**src/rtl/uart_rx_core.sv**
```systemverilog
// 8N1 UART receiver. It has a 2-flop input synchronizer, mid-bit sampling and a
// single-entry holding register (rx_data/rx_valid) that is released by rx_ack.
module uart_rx_core #(
  parameter int CLKS_PER_BIT = 5208
) (
  input  logic       clk,
  input  logic       reset_b,
  input  logic       uart_rxd,
  input  logic       rx_ack,
  output logic [7:0] rx_data,
  output logic       rx_valid,
  output logic       rx_ferr,
  output logic       rx_overrun,
  output logic       rx_busy
);

  localparam int            TW        = $clog2(CLKS_PER_BIT);
  localparam logic [TW-1:0] HALF_LAST = TW'(CLKS_PER_BIT / 2 - 1);
  localparam logic [TW-1:0] FULL_LAST = TW'(CLKS_PER_BIT - 1);

  typedef enum logic [1:0] {IDLE, START, DATA, STOP} state_e;

  state_e        state_q, state_d;
  logic [1:0]    sync_q, sync_d;
  logic [TW-1:0] timer_q, timer_d;
  logic [2:0]    bit_cnt_q, bit_cnt_d;
  logic [7:0]    shift_q, shift_d;
  logic [7:0]    data_q, data_d;
  logic          valid_q, valid_d;
  logic          ferr_q, ferr_d;
  logic          overrun_q, overrun_d;
  logic          rxd_s;

  assign rxd_s = sync_q[1];

  always_comb begin
    // NOTE: every *_d gets a default before the case so no path leaves one unassigned (no latches).
    state_d   = state_q;
    sync_d    = {sync_q[0], uart_rxd};
    timer_d   = timer_q;
    bit_cnt_d = bit_cnt_q;
    shift_d   = shift_q;
    data_d    = data_q;
    valid_d   = valid_q & ~rx_ack;
    ferr_d    = 1'b0;
    overrun_d = 1'b0;

    unique case (state_q)
      IDLE: begin
        if (!rxd_s) begin
          state_d = START;
          timer_d = '0;
        end
      end
      START: begin
        if (timer_q == HALF_LAST) begin
          timer_d   = '0;
          bit_cnt_d = '0;
          // A line that is high again at mid start bit was only a glitch.
          state_d   = rxd_s ? IDLE : DATA;
        end else begin
          timer_d = timer_q + TW'(1);
        end
      end
      DATA: begin
        if (timer_q == FULL_LAST) begin
          timer_d   = '0;
          shift_d   = {rxd_s, shift_q[7:1]};
          bit_cnt_d = bit_cnt_q + 3'd1;
          if (bit_cnt_d == 3'd0) state_d = STOP;
        end else begin
          timer_d = timer_q + TW'(1);
        end
      end
      STOP: begin
        if (timer_q == FULL_LAST) begin
          timer_d = '0;
          state_d = IDLE;
          if (!rxd_s) begin
            ferr_d = 1'b1;
          end else if (!valid_q || rx_ack) begin
            data_d  = shift_q;
            valid_d = 1'b1;
          end else begin
            overrun_d = 1'b1;
          end
        end else begin
          timer_d = timer_q + TW'(1);
        end
      end
      default: state_d = IDLE;
    endcase
  end

  // NOTE: state is updated only here and only with non-blocking assignments, so all flops see pre-edge values.
  always_ff @(posedge clk or negedge reset_b) begin
    if (!reset_b) begin
      state_q   <= IDLE;
      sync_q    <= 2'b11;
      timer_q   <= '0;
      bit_cnt_q <= '0;
      shift_q   <= '0;
      data_q    <= '0;
      valid_q   <= 1'b0;
      ferr_q    <= 1'b0;
      overrun_q <= 1'b0;
    end else begin
      state_q   <= state_d;
      sync_q    <= sync_d;
      timer_q   <= timer_d;
      bit_cnt_q <= bit_cnt_d;
      shift_q   <= shift_d;
      data_q    <= data_d;
      valid_q   <= valid_d;
      ferr_q    <= ferr_d;
      overrun_q <= overrun_d;
    end
  end

  assign rx_data    = data_q;
  assign rx_valid   = valid_q;
  assign rx_ferr    = ferr_q;
  assign rx_overrun = overrun_q;
  assign rx_busy    = (state_q != IDLE);

endmodule

```
**config.mk**
```make
export PLATFORM = sky130hd
export DESIGN_NAME = uart_rx_core
export DESIGN_NICKNAME = d
export VERILOG_FILES = /design/src/rtl/uart_rx_core.sv
export SDC_FILE = /design/constraint.sdc
export NUM_CORES = 1
export LEC_CHECK = 0
export ABC_AREA = 1
export CORE_UTILIZATION = 35
export DETAILED_ROUTE_END_ITERATION = 12
export PLACE_DENSITY = 0.54
export SKIP_CTS_REPAIR_TIMING = 1
export SKIP_LAST_GASP = 1
export SLEW_MARGIN = 30
export SYNTH_ARGS = -nofsm -noshare
export SYNTH_HDL_FRONTEND = slang
export SYNTH_SLANG_ARGS = --single-unit
```
**constraint.sdc**
```tcl
create_clock -name clk -period 3.3 [get_ports clk]
set_input_delay 0.99 -clock clk [delete_from_list [all_inputs] [get_ports clk]]
set_output_delay 0.99 -clock clk [all_outputs]
set_load 0.02 [all_outputs]
```
==> out/metrics.cfg <==
[sta]
finalHoldViolCount = 0
tightest_slew_ns = 0.884
rsz0062_at_grt = false
period_needed_ns = 2.57
fin_skew_ns = 0.00588
fin_crit_sh = 0.778
setup_violations = 0
holdWs_ns = 0.358
fmax_mhz = 390
final_max_slew_viol_count = 0
fin_setup_tns_ns = 0
timing.slew.headroom = 0.407

[synth]
seq_area_frac_synth = 0.508
synth_most_common_cell = nand2_1
yosys.area.top_type = dfrtp_1
ys_seq_elements = 39
syn_avg_cell_area_sq_um = 8.13
synthTopCellsByArea = dfrtp_1, nand2_1, inv_1, nand3_1, nor2_1
synth_cells = 237
synth-edff-count = 0
ys_types = 26
syn-num-nets = 244
synth.top_cell.area_share = 0.481
synthTopCellsByCount = nand2_1, dfrtp_1, inv_1
yosysWarnings = 0
synth-main-ff-cell = dfrtp_1
syn_area_sq_mm = 0.00193
async_flop_share = 1.00

[floorplanning]
die_x_microns = 76.2
ios = 16
die_area_sq_mm = 0.00581
initial_utilization = 0.370
core-area_sq_mm = 0.00520
die_h_microns = 76.2
rows = 26

[drt]
routed_via_density = 4.58
drt_wl_total_mm = 3.80
antenna_left = 0
firstDrtPassIters = 4
detail_route.drc_violations = 0
drtIter0Drc = 84
wl_per_cell_microns = 11.6
vias = 1499

[clock_tree]
numCtsBuffers = 5
clkTransAtPathRegs_ns = 0.08
ctsHtreeMaxLevel = 2
cts.sinks = 39
insertion_delay_ns = 0.29
cts_root_buf = clkbuf_8
clock_path_buffers = 2
cts_tree = built

[grt]
grt_overflow_total = 0
grt_pass1_vias = 1448
groute.usage.overall = 0.145
grt_max_degree = 40
antenna_found_initial = 0
grt_pass1_wl_mm = 6.61

[placement]
hpwl_mm = 2.68
io_buffer_count = 15
placed_area_sq_mm = 0.00213
gp_congestion = 0.816

[worst_setup_path]
start_kind = register
ff2ff_setup_slack_ns = 1.17
required_ns = 2.31
worst-endpoint-arrival_ns = 1.58
reg2reg_depth = 8
critical_path_class = reg2out
endpoint_kind = output port
cp_max_fo = 6

[finish]
fin_util = 0.426
fin_area_sq_mm = 0.00222
multi_input_area_sq_um = 790
nNetsFinal = 263
syn2layout_area_growth_pct = 15.2
register_area_sq_um = 978
drive_gt1_frac = 0.0856
nFillCells = 549
antenna_cells = 0

[pwr]
irDropWorstVdd_mv = 0.272
p_leak_nw = 1.11
powerDensity_mw_per_mm2 = 367

[run_status]
status = complete, no violations

[worst_hold_path]
min_path_type = reg2reg
hold-path-cell-count = 0

[run]
maxCapViolations = 0

[path summary, 6_finish.rpt]
kind                       startpoint           to
max                          register      rx_busy
min                         sync_q[0]    sync_q[1]
max reg2reg                timer_q[1]  timer_q[10]
min reg2reg                 sync_q[0]    sync_q[1]
max in group asynchronous     reset_b    sync_q[0]
min in group asynchronous     reset_b  timer_q[11]
[routing by layer]
metal / share of wire / global-route usage / vias to the layer above
li1: - / - / 794
met1: 0.52 / 0.198 / 666
met2: 0.42 / 0.224 / 33
met3: 0.050 / 0.0323 / 6
met4: 0.014 / 0.0577 / 0
met5: 0 / 0 / -
[cells in the final DEF, fill, tap and decap left out, types with 5 or more instances in the layout]
master           netlist  routed
nand4_1                5       5
nor2_1                19      19
o21ai_1                6       6
o21ai_0               14      14
nand3_1               23      23
nand2_1               70      70
clkbuf_8               0       5
inv_1                 32      32
dfrtp_1               37      37
clkdlybuf4s50_1        0      14
[cells by family (layout without fill, tap and decap cells)]
logic type | count (synthesis) | in the layout | share of synthesized area
AO/OA/AOI/OAI | 30 | 30 | 0.0890
XOR/XNOR | 2 | 2 | 0.00909
adder cells (fa/ha/maj) | 3 | 3 | 0.0195
buffers and inverters | 38 | 58 | 0.0825
flip-flops | 39 | 39 | 0.508
AND/OR/NAND/NOR | 125 | 125 | 0.292
[metrics by stage]
step | power (mW) | worst slack [ns] | std cells
after detailed placement | 0.504 | 1.05 | 319
after floorplan | 0.491 | 1.62 | 237
after global placement | 0.504 | 1.07 | 319
after global routing | 0.852 | 0.648 | 327
final | 0.815 | 0.733 | 327
after CTS | 0.827 | 0.713 | 327
[power by group]
part | internal, mW | switching [mW] | total [mW] | leakage [nW]
Sequential | 0.480 | 0.00115 | 0.481 | 0.523
Clock | 0.148 | 0.173 | 0.321 | 0.0412
Combinational | 0.00296 | 0.0100 | 0.0130 | 0.549
[cell type report]
type | instances | share of cell area
multi-input cells | 160 | 0.356
clock inverters | 2 | 0.00564
clock buffers | 6 | 0.0327
repair buffers | 15 | 0.0665
well taps | 70 | 0.0395
inverters | 35 | 0.0592
flip-flops and latches | 39 | 0.441
[state kept, by name, indices dropped and copies added (netlist names), named ones only]
| signal | flops |
|---|---|
| timer_q | 13 |
| rx_data | 8 |
| shift_q | 8 |
| bit_cnt_q | 3 |
| sync_q | 2 |
| rx_ferr | 1 |
| rx_overrun | 1 |
| rx_valid | 1 |
| state_q | 1 |
[worst max-delay path: stages, from the launching register on]
cell,delay [ns]
dfrtp_1,0.43
nor2_1,0.09
inv_1,0.15
clkdlybuf4s50_1,0.63
Power figures use the tool's default switching activity.
